==> config.mk <==
export PLATFORM = sky130hd
export DESIGN_NAME = sprite_draw_scheduler
export DESIGN_NICKNAME = d
export VERILOG_FILES = /design/src/rtl/sprite_draw_scheduler.sv
export SDC_FILE = /design/constraint.sdc
export NUM_CORES = 1
export LEC_CHECK = 0
export CORE_MARGIN = 1
export CORE_UTILIZATION = 40
export DETAILED_ROUTE_END_ITERATION = 6
export PLACE_DENSITY = 0.63
export SYNTH_ARGS = -nofsm -noshare
export SYNTH_HDL_FRONTEND = slang
export SYNTH_SLANG_ARGS = --single-unit
==> constraint.sdc <==
create_clock -name clk -period 6.3 [get_ports clk]
set_clock_uncertainty 0.2 [all_clocks]
set_input_delay 0.945 -clock clk [delete_from_list [all_inputs] [get_ports clk]]
set_output_delay 0.945 -clock clk [all_outputs]
set_load 0.02 [all_outputs]
==> src/rtl/sprite_draw_scheduler.sv <==
// rtl/sprite_draw_scheduler.sv - per-frame erase/redraw arbiter for 5x5 sprites onto one VGA write port
module sprite_draw_scheduler #(
  parameter int         N_SPRITES = 5,
  parameter logic [2:0] BG_COLOUR = 3'b000
) (
  input  logic                    clk,
  input  logic                    reset,
  input  logic                    frame_tick,
  input  logic [8*N_SPRITES-1:0]  x_in,
  input  logic [7*N_SPRITES-1:0]  y_in,
  input  logic [25*N_SPRITES-1:0] shape_in,
  input  logic [3*N_SPRITES-1:0]  colour_in,
  output logic [7:0]              vga_x,
  output logic [6:0]              vga_y,
  output logic [2:0]              vga_colour,
  output logic                    vga_plot,
  output logic                    busy,
  output logic                    frame_done,
  output logic                    overrun
);

  localparam int IW = (N_SPRITES > 1) ? $clog2(N_SPRITES) : 1;

  typedef enum logic [2:0] {IDLE, LATCH, ERASE, DRAW, DONE} state_t;

  state_t  state_q, state_d;
  logic [IW-1:0] i_q, i_d;
  logic [4:0]    p_q, p_d;

  logic [N_SPRITES-1:0][7:0]  new_x_q, new_x_d, old_x_q, old_x_d;
  logic [N_SPRITES-1:0][6:0]  new_y_q, new_y_d, old_y_q, old_y_d;
  logic [N_SPRITES-1:0][24:0] new_shape_q, new_shape_d, old_shape_q, old_shape_d;
  logic [N_SPRITES-1:0][2:0]  new_colour_q, new_colour_d;
  logic [N_SPRITES-1:0]       old_valid_q, old_valid_d;

  always_ff @(posedge clk) begin
    if (reset) begin
      state_q      <= IDLE;
      i_q          <= '0;
      p_q          <= '0;
      new_x_q      <= '0;
      new_y_q      <= '0;
      new_shape_q  <= '0;
      new_colour_q <= '0;
      old_x_q      <= '0;
      old_y_q      <= '0;
      old_shape_q  <= '0;
      old_valid_q  <= '0;
    end else begin
      state_q      <= state_d;
      i_q          <= i_d;
      p_q          <= p_d;
      new_x_q      <= new_x_d;
      new_y_q      <= new_y_d;
      new_shape_q  <= new_shape_d;
      new_colour_q <= new_colour_d;
      old_x_q      <= old_x_d;
      old_y_q      <= old_y_d;
      old_shape_q  <= old_shape_d;
      old_valid_q  <= old_valid_d;
    end
  end

  always_comb begin
    state_d      = state_q;
    i_d          = i_q;
    p_d          = p_q;
    new_x_d      = new_x_q;
    new_y_d      = new_y_q;
    new_shape_d  = new_shape_q;
    new_colour_d = new_colour_q;
    old_x_d      = old_x_q;
    old_y_d      = old_y_q;
    old_shape_d  = old_shape_q;
    old_valid_d  = old_valid_q;
    case (state_q)
      IDLE: if (frame_tick) state_d = LATCH;
      LATCH: begin
        // Snapshot once per pass so a sprite moving mid-pass cannot tear.
        for (int k = 0; k < N_SPRITES; k++) begin
          new_x_d[k]      = x_in[8*k +: 8];
          new_y_d[k]      = y_in[7*k +: 7];
          new_shape_d[k]  = shape_in[25*k +: 25];
          new_colour_d[k] = colour_in[3*k +: 3];
        end
        i_d     = '0;
        p_d     = '0;
        state_d = ERASE;
      end
      ERASE: begin
        if (p_q == 5'd24) begin
          p_d     = '0;
          state_d = DRAW;
        end else begin
          p_d = p_q + 5'd1;
        end
      end
      DRAW: begin
        if (p_q == 5'd24) begin
          p_d              = '0;
          old_x_d[i_q]     = new_x_q[i_q];
          old_y_d[i_q]     = new_y_q[i_q];
          old_shape_d[i_q] = new_shape_q[i_q];
          old_valid_d[i_q] = 1'b1;
          if (i_q == IW'(N_SPRITES - 1)) begin
            state_d = DONE;
          end else begin
            i_d     = i_q + 1'b1;
            state_d = ERASE;
          end
        end else begin
          p_d = p_q + 5'd1;
        end
      end
      DONE:    state_d = IDLE;
      default: state_d = IDLE;
    endcase
  end

  logic [4:0]  row, col;
  logic [7:0]  cur_x;
  logic [6:0]  cur_y;
  logic [24:0] cur_shape;
  logic [8:0]  x_sum;
  logic [7:0]  y_sum;
  logic        in_bounds;
  logic        shape_bit;

  always_comb begin
    row        = p_q / 5'd5;
    col        = p_q % 5'd5;
    cur_x      = (state_q == ERASE) ? old_x_q[i_q] : new_x_q[i_q];
    cur_y      = (state_q == ERASE) ? old_y_q[i_q] : new_y_q[i_q];
    cur_shape  = (state_q == ERASE) ? old_shape_q[i_q] : new_shape_q[i_q];
    // Sums are one bit wider so off-screen pixels are suppressed rather than wrapped.
    x_sum      = {1'b0, cur_x} + {4'b0, col};
    y_sum      = {1'b0, cur_y} + {3'b0, row};
    in_bounds  = (x_sum < 9'd160) && (y_sum < 8'd120);
    shape_bit  = cur_shape[5'd24 - p_q];

    vga_x      = '0;
    vga_y      = '0;
    vga_colour = '0;
    vga_plot   = 1'b0;
    busy       = (state_q != IDLE);
    frame_done = (state_q == DONE);
    overrun    = frame_tick && (state_q != IDLE);
    case (state_q)
      ERASE: begin
        vga_x      = x_sum[7:0];
        vga_y      = y_sum[6:0];
        vga_colour = BG_COLOUR;
        vga_plot   = shape_bit & old_valid_q[i_q] & in_bounds;
      end
      DRAW: begin
        vga_x      = x_sum[7:0];
        vga_y      = y_sum[6:0];
        vga_colour = new_colour_q[i_q];
        vga_plot   = shape_bit & in_bounds;
      end
      default: ;
    endcase
  end

endmodule

==> reports/metrics.csv <==
metric,value,unit
outcome,"complete, but fails checks",
violations,DRC,
grt-busiest-layer,met2,
required,5.15,ns
gp_congestion,0.842,
fmax,166,MHz
grt_pass1_wl,91.2,mm
grt_max_degree,211,
r2r_cells,9,
diodes,0,
post-route-drc-count,3,
grt_util_met1,33.1,%
final_nets,2652,
start_util,40.5,%
final_util,49.2,%
synth_cells,2303,
cts.sinks,431,
regArea,0.00864,mm^2
drive_gt1_share,7.25,%
die-area,0.0493,mm^2
cts.path.max_buffers,3,
r2r_end,old_shape_q[89]$_SDFFE_PP0P_,
hold_path_class,register to register,
r2r_setup_slack,2.61,ns
grt_antenna_before_repair,0,
crit_arrival,4.88,ns
ant_nets,0,
synth_seq_cells,431,
die_y,222,um
min_to,new_y_q[23]$_SDFFE_PP0P_,
synth-main-ff-cell,dfxtp_1,
ys_seq_area_share,44.6,%
fin_cells,3069,
syn_nets,2536,
die_w,222,um
min_period,6.02,ns
post-dp-hpwl,37.9,mm
setup-tns-final,0,ns
dr.pass1.iters,7,
first_iter_violations,1580,
grt_usage,23.1,%
r2r_start,p_q[0]$_SDFFE_PP0P_,
pwr_density_cell,293,mW/mm^2
grt_pass1_vias,16211,
use_met3,3.59,%
overflow,0,
cts-root-buf,clkbuf_16,
end_kind,output pin,
cts_buffers,46,
yosysWarnings,0,
crit_type,register to output pin,
clkLatencyLatePin,0.58,ns
ir_drop,143,uV
core_area,0.0477,mm^2
rsz0062_at_grt,false,
min_period_over_period,95.6,%
synth-edff-count,0,
numPortBuffers,239,
avgViaCountPerCell,5.56,
cts_tree,built,
timing_worst_slew_pin_value,1.10,ns
relSlewSlack,26.7,%
area_growth,21.3,%
setup_viol,0,
critPathLaunchType,register,
postCtsSetupRepairBufs,0,
htree_levels,2,
syn-cell-area,0.0193,mm^2
p_leak,7.60,nW
ios,240,
async_reset_ff_share,0,%
placedCellCount,2986,
vias,17063,
max-cap-violations,0,
wl_per_cell,18.8,um
hold_viol,0,
num_rows,80,
multi_input_area,0.00973,mm^2
syn_area_per_cell,8.40,um^2
drt_wl_total,57.6,mm
synth.distinct_cells,73,
holdPathStages,2,
clkSlewWorstSetupHoldPaths,0.06,ns
fillCellCount,4428,
slew_violations,0,
min-delay-start,new_y_q[23]$_SDFFE_PP0P_,
critPathMaxFanout,31,
use_met2,36.1,%
-- Yosys cell counts, types with 4 or more instances --
master | number | area [um^2]
a2111oi_0 | 5 | 43.8
a211oi_1 | 198 | 1490
a21o_1 | 4 | 30.0
a21oi_1 | 261 | 1310
a221oi_1 | 9 | 78.8
a22oi_1 | 16 | 120
a311oi_1 | 4 | 35.0
a31oi_1 | 20 | 125
and2_1 | 9 | 56.3
buf_1 | 11 | 41.3
buf_2 | 48 | 240
buf_4 | 10 | 75.1
buf_6 | 11 | 124
clkbuf_1 | 126 | 473
dfxtp_1 | 431 | 8630
ha_1 | 13 | 163
inv_1 | 8 | 30.0
mux2_2 | 5 | 56.3
mux2i_1 | 111 | 1110
mux4_2 | 32 | 721
nand2_1 | 481 | 1810
nand2b_1 | 7 | 43.8
nand3_1 | 12 | 60.1
nand3b_1 | 4 | 30.0
nand4_1 | 4 | 25.0
nor2_1 | 270 | 1010
nor2b_1 | 10 | 62.6
nor3_1 | 13 | 65.1
nor3_2 | 4 | 40.0
nor3b_1 | 4 | 30.0
nor4_1 | 5 | 31.3
o211ai_1 | 4 | 30.0
o21a_1 | 7 | 52.6
o21ai_0 | 26 | 130
o21ai_1 | 5 | 25.0
o221ai_1 | 5 | 43.8
o22ai_1 | 42 | 263
or3_1 | 4 | 25.0
xnor2_1 | 12 | 105
xor2_1 | 5 | 43.8
-- where the power goes --
part           leakage (nW)  internal [mW]  switching (mW)
Combinational          3.32          0.435           0.667
Clock                 0.784           1.72            1.10
Sequential             3.49           2.86          0.0892
-- worst max-delay path, stage by stage (launching register included) --
cell             delay, ns
dfxtp_4               0.49
nor3b_2               0.57
buf_4                 0.58
a22oi_1               0.32
a21oi_1               0.22
ha_1                  0.18
inv_1                 0.06
fa_1                  0.38
nor2b_1               0.22
nor2_1                0.10
nor4_1                0.31
xnor2_1               0.11
nor2_1                0.10
clkdlybuf4s50_1       0.66
-- registers in the layout, indices dropped and copies added (netlist names), 5 cells and up --
name and count:
old_y_q 35, new_x_q 40, new_shape_q 125, p_q 5
old_shape_q 125, new_colour_q 15, new_y_q 35, old_valid_q 5
old_x_q 40
-- placed cells by master, fill, tap and decap left out, types with 10 or more instances in the layout --
master	netlist	layout
buf_4	10	34
o21ai_0	26	26
nor3_1	13	13
clkdlybuf4s50_1	0	237
a211oi_1	198	198
dfxtp_1	431	428
nand3_1	12	12
nor2_1	270	270
a31oi_1	20	20
o22ai_1	42	42
ha_1	13	13
clkbuf_1	126	12
nand2_1	481	480
mux4_2	32	32
clkbuf_16	0	47
xnor2_1	12	12
a21oi_1	261	261
mux2i_1	111	111
a22oi_1	16	15
nor2b_1	10	10
-- stage by stage --
stage               total power, mW  hold WS, ns  setup slack, ns  cell area (um^2)
floorplan                      3.72        0.233            0.889             19300
global placement               4.08        0.242            0.801             21900
detailed placement             4.10        0.246            0.794             21900
CTS                            6.92        0.253            0.162             23500
global route                   7.15        0.264           0.0588             23500
finish                         6.88        0.251            0.280             23500
-- final cells by class --
type,count,area share (%)
flip-flops and latches,431,36.8
inverters,12,0.192
well taps,615,3.28
clock buffers,68,5.73
clock inverters,15,1.06
multi-input cells,1652,41.4
repair buffers,276,11.5
-- per-layer routing --
metal / share of wire (%) / routed length, um
met5: 0 / 0
met4: 1.9 / 1100
met3: 5.6 / 3220
met2: 45 / 25900
met1: 48 / 27400
-- how the worst max path moves through the flow --
stage,from,to,slack (ns)
2_1_floorplan,i_q[0]$_SDFFE_PP0P_,vga_plot,0.89
3_3_place_gp,i_q[0]$_SDFFE_PP0P_,vga_plot,0.80
3_5_place_dp,i_q[0]$_SDFFE_PP0P_,vga_plot,0.79
4_1_cts,i_q[0]$_SDFFE_PP0P_,vga_plot,0.16
5_1_grt,i_q[1]$_SDFFE_PP0P_,vga_y[6],0.06
6_report,i_q[1]$_SDFFE_PP0P_,vga_y[6],0.28
-- repair_timing --
| item | in CTS | in global routing |
|---|---|---|
| hold buffers | 0 | 0 |
| gates resized for setup | 0 | 3 |
| endpoints found under the setup margin | 0 | 2 |
-- logic make-up (layout without fill, tap and decap cells) --
kind of cell               after synthesis  after routing  synth area share [%]
DFF                                    431            431                  44.6
adders and majority gates               15             15                  1.05
and+or+nand+nor                        837            837                  17.4
buffers and inverters                  220            371                  5.37
xor gates and xnor gates                17             17                 0.770
muxes                                  148            148                  9.76
AOI/OAI and AO/OA                      635            635                  21.0
Note: power is estimated with default switching activity, not from simulation.
